`config.mk`:
```
export PLATFORM = sky130hd
export DESIGN_NAME = flow_rr_arb_mux
export DESIGN_NICKNAME = d
export VERILOG_FILES = /design/src/rtl/flow_rr_arb_mux.sv
export SDC_FILE = /design/constraint.sdc
export NUM_CORES = 1
export LEC_CHECK = 0
export BUFFER_PORTS_ARGS = -buffer_cell sky130_fd_sc_hd__buf_2
export CAP_MARGIN = 5
export CORE_AREA = 2 2 286 288
export CTS_BUF_LIST = sky130_fd_sc_hd__clkbuf_8
export CTS_CLUSTER_DIAMETER = 50
export DETAILED_ROUTE_END_ITERATION = 8
export DIE_AREA = 0 0 288 290
export GPL_TIMING_DRIVEN = 0
export PLACE_DENSITY = 0.46
export SETUP_SLACK_MARGIN = 0.02
export SLEW_MARGIN = 0
export SYNTH_ARGS = -nofsm -noshare
export SYNTH_HDL_FRONTEND = slang
export SYNTH_SLANG_ARGS = --single-unit
```
`constraint.sdc`:
```
create_clock -name clk -period 11.25 [get_ports clk]
set_input_delay 2.25 -clock clk [delete_from_list [all_inputs] [get_ports clk]]
set_output_delay 2.25 -clock clk [all_outputs]
set_load 0.01 [all_outputs]
```
`src/rtl/flow_rr_arb_mux.sv`:
```
// flow_rr_arb_mux
//   Registered NCH-to-1 multiplexer with a valid/ready handshake on every input
//   channel and a round-robin arbiter. The arbiter searches upward from the
//   channel after the last one that transferred, so each requester is served in
//   turn. The output register holds one beat. A new beat is accepted when the
//   register is empty or is being drained in the same cycle, which allows one
//   beat per cycle.
//
//   Optional feature, enabled by the macro FLOW_ARB_LOCK_EN: packet lock.
//   After a beat with in_last=0 is accepted, the arbiter stays on that channel
//   until the beat carrying in_last=1 has been accepted. The round-robin pointer
//   advances only when that final beat is accepted.
//
// Ports
//   clk        clock; all state updates on posedge
//   rst        synchronous reset, active-high
//   in_valid   [NCH]        per-channel request
//   in_data    [NCH*WIDTH]  channel i occupies [i*WIDTH +: WIDTH]
//   in_last    [NCH]        end-of-packet flag per channel (FLOW_ARB_LOCK_EN only)
//   in_ready   [NCH]        one-hot grant, zero when stalled, idle or in reset
//   out_ready  consumer accepts the held beat
//   out_valid  output register holds a beat
//   out_data   [WIDTH]      data of the held beat
//   out_sel    [SELW]       channel index that supplied the held beat
//   out_last   end-of-packet flag of the held beat (FLOW_ARB_LOCK_EN only)
module flow_rr_arb_mux #(
  parameter int NCH   = 32,
  parameter int WIDTH = 20,
  localparam int SELW = $clog2(NCH)
) (
  input  logic                 clk,
  input  logic                 rst,
  input  logic [NCH-1:0]       in_valid,
  input  logic [NCH*WIDTH-1:0] in_data,
`ifdef FLOW_ARB_LOCK_EN
  input  logic [NCH-1:0]       in_last,
`endif
  output logic [NCH-1:0]       in_ready,
  input  logic                 out_ready,
  output logic                 out_valid,
  output logic [WIDTH-1:0]     out_data,
  output logic [SELW-1:0]      out_sel
`ifdef FLOW_ARB_LOCK_EN
  ,
  output logic                 out_last
`endif
);

  logic             out_valid_q, out_valid_d;
  logic [WIDTH-1:0] out_data_q, out_data_d;
  logic [SELW-1:0]  out_sel_q, out_sel_d;
  logic [SELW-1:0]  rr_ptr_q, rr_ptr_d;

  logic             accept;
  logic             xfer;
  logic [NCH-1:0]   req;
  logic             gnt_found;
  logic [SELW-1:0]  gnt_idx;

`ifdef FLOW_ARB_LOCK_EN
  typedef enum logic {ARB, LOCKED} state_t;
  state_t          state_q, state_d;
  logic [SELW-1:0] lock_q, lock_d;
  logic            out_last_q, out_last_d;

  // While locked, only the locked channel may compete.
  always_comb begin
    req = in_valid;
    if (state_q == LOCKED) begin
      req = '0;
      req[lock_q] = in_valid[lock_q];
    end
  end
`else
  assign req = in_valid;
`endif

  // Round-robin search: the first requester after rr_ptr_q, wrapping NCH-1 -> 0.
  always_comb begin
    int j;
    logic [SELW-1:0] jj;
    gnt_found = 1'b0;
    gnt_idx   = '0;
    j         = 0;
    jj        = '0;
    for (int k = 1; k <= NCH; k++) begin
      j = int'(rr_ptr_q) + k;
      if (j >= NCH) j = j - NCH;
      jj = j[SELW-1:0];
      if (!gnt_found && req[jj]) begin
        gnt_found = 1'b1;
        gnt_idx   = jj;
      end
    end
  end

  // A slot is free when the register is empty or is being drained this cycle.
  assign accept = !out_valid_q || out_ready;
  assign xfer   = accept && gnt_found && !rst;

  always_comb begin
    in_ready = '0;
    if (xfer) in_ready[gnt_idx] = 1'b1;
  end

  always_comb begin
    out_valid_d = out_valid_q;
    out_data_d  = out_data_q;
    out_sel_d   = out_sel_q;
    rr_ptr_d    = rr_ptr_q;
`ifdef FLOW_ARB_LOCK_EN
    state_d    = state_q;
    lock_d     = lock_q;
    out_last_d = out_last_q;
`endif
    if (xfer) begin
      out_valid_d = 1'b1;
      out_data_d  = in_data[int'(gnt_idx)*WIDTH +: WIDTH];
      out_sel_d   = gnt_idx;
`ifdef FLOW_ARB_LOCK_EN
      out_last_d = in_last[gnt_idx];
      // The pointer moves only when a packet completes.
      if (in_last[gnt_idx]) rr_ptr_d = gnt_idx;
      case (state_q)
        ARB: begin
          if (!in_last[gnt_idx]) begin
            state_d = LOCKED;
            lock_d  = gnt_idx;
          end
        end
        LOCKED: begin
          if (in_last[gnt_idx]) state_d = ARB;
        end
        default: state_d = ARB;
      endcase
`else
      rr_ptr_d = gnt_idx;
`endif
    end else if (out_ready) begin
      out_valid_d = 1'b0;
    end
  end

  always_ff @(posedge clk) begin
    if (rst) begin
      out_valid_q <= 1'b0;
      out_data_q  <= '0;
      out_sel_q   <= '0;
      rr_ptr_q    <= SELW'(NCH - 1);
`ifdef FLOW_ARB_LOCK_EN
      state_q    <= ARB;
      lock_q     <= '0;
      out_last_q <= 1'b0;
`endif
    end else begin
      out_valid_q <= out_valid_d;
      out_data_q  <= out_data_d;
      out_sel_q   <= out_sel_d;
      rr_ptr_q    <= rr_ptr_d;
`ifdef FLOW_ARB_LOCK_EN
      state_q    <= state_d;
      lock_q     <= lock_d;
      out_last_q <= out_last_d;
`endif
    end
  end

  assign out_valid = out_valid_q;
  assign out_data  = out_data_q;
  assign out_sel   = out_sel_q;
`ifdef FLOW_ARB_LOCK_EN
  assign out_last  = out_last_q;
`endif

endmodule

```
# After elaboration in Yosys (flattened, before gate mapping)
# Cells that the tools add are included.
[totals]
output_inout_bits = 58
wordCells = 370
ff_bits = 31
[classes]
reduce_logical = 69
magnitude_cmp = 66
shifts = 1
n_addsub = 64
n_mul = 1
n_mux = 165
[ops]
columns = ["cell", "n"]
rows = [
  ["640-bit by 11-bit variable part select with 20-bit output", 1],
  ["5-bit two-way mux", 64],
  ["5-bit by 6-bit < comparator with 1-bit output, second input constant", 33],
  ["6-bit >= comparator, second input constant", 31],
  ["1-bit binary-select mux with 5-bit select", 32],
  ["5-bit by 1-bit subtractor with 5-bit output, second input constant", 32],
  ["5-bit by 5-bit adder with 6-bit output, second input constant", 16],
  ["1-bit two-way mux", 67],
  ["5-bit by 4-bit adder with 6-bit output, second input constant", 8],
  ["1-bit logical AND", 34],
  ["1-bit zero test", 33],
  ["32-bit two-way mux", 1],
  ["5-bit by 3-bit adder with 6-bit output, second input constant", 4],
  ["5-bit by 2-bit adder with 6-bit output, second input constant", 2],
  ["5-bit by 3-bit multiplier with 8-bit output, second input constant", 1],
  ["5-bit by 6-bit adder with 7-bit output, second input constant", 1],
  ["7-bit by 6-bit >= comparator with 1-bit output, second input constant", 1],
  ["5-bit by 1-bit adder with 6-bit output, second input constant", 1],
  ["1-bit demux with 5-bit select", 1],
  ["5-bit by 1-bit >= comparator with 1-bit output, second input constant", 1],
  ["2-bit nonzero test", 1],
  ["1-bit logical OR", 1],
]

# Longest topological paths before layout
# Gate-level depths: netlist of run 1.
[depth]
depth_word = 104
mapped_depth = 31
ltp_nobuf = 18

# Least setup slack after synthesis of run 1
# No wires, ideal clock.
[synth_path]
path_kind = "reg2out"
from = "register rr_ptr_q[1]"
to = "output port in_ready[10]"
slack_ps = 2356
arrival_ps = 6644
required_time_ps = 9000
path_stages_with_launch = 26
path_cell_list = "dfxtp_1 buf_2 buf_6 buf_2 buf_2 clkbuf_1 inv_1 ha_1 buf_6 mux2_4 mux4_2 or4_1 and4_1 buf_6 or4_4 or4_1 nor2_1 a2111o_1 a21oi_1 o21a_4 nor2_4 buf_2 buf_4 buf_2 nand2_1 nor2_1"
[synth_between]
elab_chain_cells = 104
elab_cells_between_ends = 326
classes_between = "64 x add/sub; 34 x order compare; 163 x mux; 65 x reduce/logical"
[synth_lines]
columns = ["element", "line", "rtl"]
rows = [
  ["start, declared", "52", "logic [SELW-1:0] rr_ptr_q, rr_ptr_d;"],
  ["start signal, assigned", "149", "rr_ptr_q <= SELW'(NCH - 1);"],
  ["start signal, assigned", "159", "rr_ptr_q <= rr_ptr_d;"],
  ["5-bit by 1-bit adder with 6-bit output", "87", "j = int'(rr_ptr_q) + k;"],
  ["5-bit by 1-bit subtractor with 5-bit output / 6-bit >= comparator (equally long branches)", "88", "if (j >= NCH) j = j - NCH;"],
  ["5-bit two-way mux", "88", ""],
  ["1-bit binary-select mux with 5-bit select", "90", "if (!gnt_found && req[jj]) begin"],
  ["1-bit two-way mux (implied by the code)", "90", ""],
  ["1-bit two-way mux", "90", ""],
  ["1-bit zero test", "90", ""],
  ["1-bit logical AND", "90", ""],
  ["[... 88 more ...]", "n/a", ""],
  ["1-bit zero test", "90", ""],
  ["1-bit logical AND", "90", ""],
  ["5-bit two-way mux", "90", ""],
  ["5-bit by 6-bit < comparator with 1-bit output (implied by the code) / 5-bit by 1-bit >= comparator with 1-bit output (equally long branches)", "103", "if (xfer) in_ready[gnt_idx] = 1'b1;"],
  ["1-bit logical AND (implied by the code)", "103", ""],
  ["1-bit two-way mux (implied by the code)", "103", ""],
  ["1-bit demux with 5-bit select", "103", ""],
  ["32-bit two-way mux (*)", "103", ""],
  ["end, declared", "38", "output logic [NCH-1:0] in_ready,"],
]
# Every way passes the cells marked *; elsewhere a longest branch is shown, timed or not. The select of a mux whose other input is x is not followed.

# Worst setup path after layout of run 1
# Ends and elaborated chain as after synthesis.

==> results of run 1 <==
worst min-delay path, stage by stage (launching register included):
cell,delay (ns)
dfxtp_1,0.31
nand2_1,0.05
a21oi_1,0.05
cells in the final DEF (no fill, tap or decap), types with 9 or more instances in the layout:
master,instances
a31oi_1,11
nor2b_1,13
nand2b_1,10
clkbuf_1,44
xnor2_1,18
and4_1,16
nor4_1,16
a211oi_1,30
buf_6,11
o2bb2ai_1,10
nor2_1,109
inv_1,15
a22o_1,16
nor3_1,64
buf_4,23
mux2i_1,249
or3_1,18
and3_1,13
nand2_1,359
diode_2,25
o21ai_0,56
a21oi_1,106
a21o_1,9
dfxtp_1,31
o211ai_1,11
ha_1,13
mux2_2,96
o21ai_1,20
nand4_1,12
o32ai_1,28
buf_2,807
mux4_2,79
o22ai_1,52
nand3_1,57
a22oi_1,23
a2111oi_0,21
per-stage QoR:
stage | setup slack (ns) | cells | utilization
3_5_place_dp | -0.978 | 3729 | 0.243
4_1_cts | 0.0882 | 3737 | 0.245
6_report | 0.441 | 3764 | 0.246
3_3_place_gp | -1.98 | 3718 | 0.241
2_1_floorplan | 2.36 | 1927 | -
5_1_grt | 0.0813 | 3751 | 0.246
metal layers:
metal / wire length, µm / share of wire / vias up
li1: - / - / 8979
met1: 58300 / 0.42 / 10400
met2: 63900 / 0.46 / 1428
met3: 11800 / 0.084 / 209
met4: 5970 / 0.043 / 12
met5: 74 / 0.00053 / -
layout make-up:
| cell class | instances | area share |
|---|---|---|
| plain buffers | 153 | 0.0417 |
| clock inverters | 3 | 0.000634 |
| clock buffers | 5 | 0.00349 |
| multi-input cells | 1720 | 0.657 |
| diodes | 25 | 0.00317 |
| well taps | 1060 | 0.0672 |
| inverters | 19 | 0.00393 |
| flip-flops and latches | 31 | 0.0314 |
| repair buffers | 748 | 0.192 |
cells by family (layout without fill, tap and decap cells):
kind of cell,count (synthesis),count (layout)
compound gates,492,492
xor+xnor,27,27
fa+ha+maj,13,13
buf+inv,176,928
flops,31,31
mux,433,433
other cells,0,25
simple gates,755,755
flip-flops by register name, summed over array words and instances (netlist names):
register and count:
out_data 20, out_valid 1, rr_ptr_q 5, out_sel 5
worst min path at each step:
stage                      start            to  slack [ns]  depth (start not counted)
floorplan             out_sel[4]    out_sel[4]        0.48                          2
global placement      out_sel[4]    out_sel[4]        0.45                          2
detailed placement    out_sel[4]    out_sel[4]        0.45                          2
CTS                   out_sel[4]    out_sel[4]        0.45                          2
global route        out_data[12]  out_data[12]        0.48                          2
finish                out_sel[4]    out_sel[4]        0.45                          2
repair_timing:
action	CTS	global route
pin swaps	1	2
resized for setup	12	16
setup endpoints to repair	36	34
setup buffers	2	3
==> results by group, run 1 <==
Critical path
  • Most used cell, CP: buf_2
  • WP data arrival: 8.56 ns
  • Worst Setup EP: in_ready[10]
  • Worst EP required: 9.00 ns
  • R2R setup slack: ~0.53 ns
  • Crit Path Max Fanout: 19
  • CP Class: reg2out
  • CP endpoint kind: output port
  • CP bufs+invs: 14
  • Crit-path slowest cell: o31ai_2
  • Worst reg2reg path depth: 23
  • Setup crit start kind: flip-flop
  • Crit-path max cell delay: 0.94 ns
  • Worst r2r src: rr_ptr_q[2]
  • CP Launch Point: rr_ptr_q[1]
  • Reg-to-Reg End: out_data[9]
  • Crit-path leading delay family: buffers and inverters
  • Number of cells on the critical path: 26

Global route
  • GRT Util Overall: 0.321
  • M3 GR Usage: 0.0479
  • Largest net degree at the start of global routing: 20
  • Met1 Use GR: 0.430
  • Vias in the first global route: 19900
  • Met2 Usage GRT: 0.519
  • Layer with the highest usage: met2
  • Gr ovfl total: 0
  • First-pass GRT wire length: between 150000 and 200000 µm
  • Initial antenna violation count: 58

Detailed routing
  • Initial DRC Count: 2718
  • Vias per inst: 5.58
  • DR pass1 iterations: 6
  • Post-DRT Antenna Nets: 0
  • Post-route DRC: 0
  • WL final: ~140000 µm
  • Via count: ~21000
  • Average wire per standard cell: approximately 37 µm

Layout
  • Share of cells above drive strength 1: 0.409
  • Multi-input gate area: 13000 µm²
  • Finished Cell Area: 19700 µm²
  • Net count, final: 3366
  • # fillers: 9199
  • FF/Latch Area: slightly above 600 µm²
  • Area grow syn2layout: 37.5%

Floorplan
  • Die X: 288 µm
  • Core area: 80200 µm²
  • Rows: 104
  • Die Span Y: 290 µm
  • Die ar.: 83500 µm²
  • Initial Utilization: 0.179
  • Io pins: 733

Synthesis
  • Sequential element share of the synthesized area: 0.0432
  • Mux contribution to synthesized area: 0.380
  • Simple-gate portion of the synthesized area: 0.246
  • Synth warnings: 0
  • Mapped Avg Cell Area: 7.45 µm²
  • Yosys top cell area share: 0.174
  • Syn nets: between 2000 and 3000
  • Cells after Synth: 1927
  • Top post-synthesis cells by area: mux2i_1 (17%), mux4_2 (12%), nand2_1 (9.4%)
  • Adder-cell area share of the yosys netlist: 0.0113
  • Post-synthesis compound-gate area fraction: 0.240
  • Async SR Flop Fraction: 0
  • Post-Syn Area: 14400 µm²
  • Predominant post-synthesis flop cell: dfxtp_1
  • Largest family of logic cells by synthesized area: multiplexers
  • Most frequent cell after synthesis: nand2_1
  • Number of enable flip-flop cells after synthesis: 0
  • Synth unique cells: 101
  • Area leader, netlist: mux2i_1
  • XOR/XNOR Fraction of Synth Area: 0.0170
  • Flops & latches, synth: 31
  • Most frequent cells after synthesis: nand2_1 (360), mux2i_1 (250), nor2_1 (109)

STA
  • Fmax achieved: 92.5 MHz
  • Slew headroom: 0.113
  • Tightest Pin Transition: 1.33 ns
  • Final setup fails: 0
  • Post-route minimum period: 10.81 ns
  • Max Slew Vio Count: 0
  • Clock Skews: around 0.0046 ns
  • Worst hold slack: 0.450 ns
  • Final hold violations: 0
  • Final period util: 0.961
  • Unrepaired setup endpoints after global routing: no
  • Setup_tns: 0 ns

Place
  • PortBufs: ~730
  • Dpl cell area: 19500 µm²
  • Global placer's final weighted congestion: a little over 1
  • Detailed Place HPWL: 121000 µm

CTS
  • Later-pin clock latency in the skew report: 0.28 ns
  • CTS tree: done
  • Hold-fix buffers at CTS: 0
  • Root Buffer: clkbuf_8
  • Reg clk slew, reported paths: roughly 0.07 ns
  • CTS Buffer Depth: 2
  • Sink Count: 31
  • Total CTS buffers: 5
  • Htree depth: 2

Run status
  • Status: finished, final reports clean

Run
  • Total of max-cap violations: 0

Worst hold path
  • Worst Hold Class: reg2reg
Power of run 1 is left out: the tool's default activity adds up to more than one toggle a clock period on the data nets, which glitch-free logic cannot reach.
==> run 2: changes to the inputs <==
--- a/config.mk
+++ b/config.mk
@@ -5,13 +5,14 @@
 export SDC_FILE = /design/constraint.sdc
 export NUM_CORES = 1
 export LEC_CHECK = 0
+export ABC_AREA = 1
 export BUFFER_PORTS_ARGS = -buffer_cell sky130_fd_sc_hd__buf_2
 export CAP_MARGIN = 5
-export CORE_AREA = 2 2 286 288
+export CORE_AREA = 4 4 285 287
 export CTS_BUF_LIST = sky130_fd_sc_hd__clkbuf_8
 export CTS_CLUSTER_DIAMETER = 50
 export DETAILED_ROUTE_END_ITERATION = 8
-export DIE_AREA = 0 0 288 290
+export DIE_AREA = 0 0 289 291
 export GPL_TIMING_DRIVEN = 0
 export PLACE_DENSITY = 0.46
 export SETUP_SLACK_MARGIN = 0.02
==> results by group, run 2 <==
Run status
  • Status: finished, final reports clean

Synthesis
  • Largest family of logic cells by synthesized area: simple AND/OR/NAND/NOR gates
  • Synth warnings: 0 (unchanged)
  • Area leader, netlist: nand2_1
  • Number of enable flip-flop cells after synthesis: 0 (unchanged)
  • Simple-gate portion of the synthesized area: 0.780 (+0.533)
  • Adder-cell area share of the yosys netlist: 0.0118 (+0.000489)
  • Mapped Avg Cell Area: 4.48 µm² (-40%)
  • Mux contribution to synthesized area: 0 (-0.380)
  • Top post-synthesis cells by area: nand2_1 (51%), nand3_1 (21%), dfxtp_1 (4.5%)
  • Post-synthesis compound-gate area fraction: 0.0391 (-0.201)
  • XOR/XNOR Fraction of Synth Area: 0.0131 (-0.00390)
  • Synth unique cells: 42 (-58%)
  • Flops & latches, synth: 31 (unchanged)
  • Cells after Synth: 3075 (+60%)
  • Most frequent cell after synthesis: nand2_1
  • Most frequent cells after synthesis: nand2_1 (1877), nand3_1 (568), inv_1 (106)
  • Post-Syn Area: 13800 µm² (-4.1%)
  • Yosys top cell area share: 0.512 (+0.338)
  • Syn nets: 3763 (+44%)
  • Predominant post-synthesis flop cell: dfxtp_1
  • Async SR Flop Fraction: 0 (unchanged)
  • Sequential element share of the synthesized area: 0.0451 (+0.00187)

Floorplan
  • Die X: 289 µm (+0.35%)
  • Die Span Y: 291 µm (+0.34%)
  • Initial Utilization: 0.175 (-0.00404)
  • Die ar.: 84100 µm² (+0.69%)
  • Core area: 78600 µm² (-1.9%)
  • Io pins: 733 (unchanged)
  • Rows: 103 (-0.96%)

Layout
  • Final core occ: 0.240 (-0.00589)
  • Share of cells above drive strength 1: 0.245 (-0.165)
  • Largest register FFs: 20 (unchanged)
  • Net count, final: 4502 (+34%)
  • Most frequent cells in the layout: nand2_1 (1877), buf_2 (834), nand3_1 (568)
  • Most common cell after layout, fill and taps aside: nand2_1
  • Area grow syn2layout: 37.3%

STA
  • Final period util: 0.924 (-0.0373)
  • Fmax achieved: 96.2 MHz (+4.0%)
  • Final hold violations: 0 (unchanged)
  • Post-route minimum period: 10.39 ns (-0.420 ns)
  • Tightest Pin Transition: 1.10 ns (-0.230 ns)
  • Final setup fails: 0 (unchanged)
  • Unrepaired setup endpoints after global routing: no
  • Slew headroom: 0.270 (+0.157)
  • Clock Skews: 0.00902 ns (+0.00443 ns)
  • Setup_tns: 0 ns (unchanged)
  • Max Slew Vio Count: 0 (unchanged)

Place
  • PortBufs: 732 (+0.14%)
  • Global placer's final weighted congestion: 0.976 (-6.1%)
  • Detailed Place HPWL: 93700 µm (-23%)

Global route
  • GRT Util Overall: 0.240 (-0.0811)
  • Vias in the first global route: 21700 (+9.0%)
  • First-pass GRT wire length: 148000 µm (-19%)
  • Gr ovfl total: 0 (unchanged)
  • Initial antenna violation count: 27 (-53%)
  • Largest net degree at the start of global routing: 16 (-20%)

Critical path
  • Setup crit start kind: flip-flop
  • CP Class: reg2out
  • Crit-path max cell delay: 0.46 ns (-0.48 ns)
  • Crit Path Max Fanout: 13 (-6)
  • WP data arrival: 8.14 ns (-0.42 ns)
  • Crit-path slowest cell: clkbuf_1
  • CP endpoint kind: output port
  • Worst EP required: 9.00 ns (about the same)

CTS
  • Hold-fix buffers at CTS: 0 (unchanged)
  • Root Buffer: clkbuf_8
  • Later-pin clock latency in the skew report: 0.28 ns (about the same)
  • Sink Count: 31 (unchanged)
  • Htree depth: 2 (unchanged)
  • CTS Buffer Depth: 2 (unchanged)
  • Post-CTS Setup Bufs: 0 (-2)
  • Resized cells post-CTS: 0 (-12)
  • Total CTS buffers: 5 (unchanged)
  • Reg clk slew, reported paths: 0.07 ns (about the same)
  • CTS tree: done

Detailed routing
  • Vias per inst: 4.63 (-17%)
  • Post-DRT Antenna Nets: 0 (unchanged)
  • Initial DRC Count: 1935 (-29%)
  • Average wire per standard cell: 22.0 µm (-41%)
  • Via count: 22600 (+7.6%)
  • DR pass1 iterations: 7 (+1)
  • Post-route DRC: 0 (unchanged)
  • WL final: 107000 µm (-23%)

Worst hold path
  • Worst Hold Class: reg2reg

Run
  • Total of max-cap violations: 0 (unchanged)
## run 2: logic make-up after synthesis
family	Yosys count
compound gates	96
fa+ha+maj	13
buf+inv	324
simple gates	2593
flops	31
xor+xnor	18
## run 2: cell type report
type,count,area (µm²)
fillers,9699,59700
multi-input cells,2720,11600
repair buffers,732,3660
well taps,1050,1310
plain buffers,208,1100
flip-flops and latches,31,621
inverters,116,435
clock buffers,6,82.6
diodes,15,37.5
clock inverters,2,35.0
## run 2: stage by stage
stage                     setup WS (ns)  instances  hold slack, ns  cell area (µm²)
after floorplan                    3.01       3075           0.490            13800
after global placement            0.859       4857           0.451            18700
after detailed placement          0.826       4857           0.457            18700
after CTS                         0.489       4865           0.467            18900
after global routing              0.106       4873           0.491            18900
final                             0.860       4880           0.465            18900
## run 2: layer usage
metal | GRT usage | vias to the layer above | wire length (µm)
li1 | - | 11200 | -
met1 | 0.320 | 10400 | 46500
met2 | 0.414 | 936 | 50900
met3 | 0.0335 | 94 | 7870
met4 | 0.0420 | 8 | 2070
met5 | 0 | - | 60
## run 2: worst paths after layout
check                 to         from  cells past startpoint  slack, ns
min reg2reg   out_sel[1]   out_sel[1]                      2       0.46
max reg2reg  out_data[8]  rr_ptr_q[1]                     44       2.81
min           out_sel[1]   out_sel[1]                      2       0.46
max          in_ready[0]  rr_ptr_q[1]                     37       0.86
## run 2: critical path: cells and delay by family (launching register included)
family / cells / cell delay, ns
flops: 1 / 0.36
buf+inv: 10 / 2.80
fa+ha+maj: 1 / 0.30
compound gates: 1 / 0.20
simple gates: 25 / 4.12
Power of run 2 is left out for the same reason.
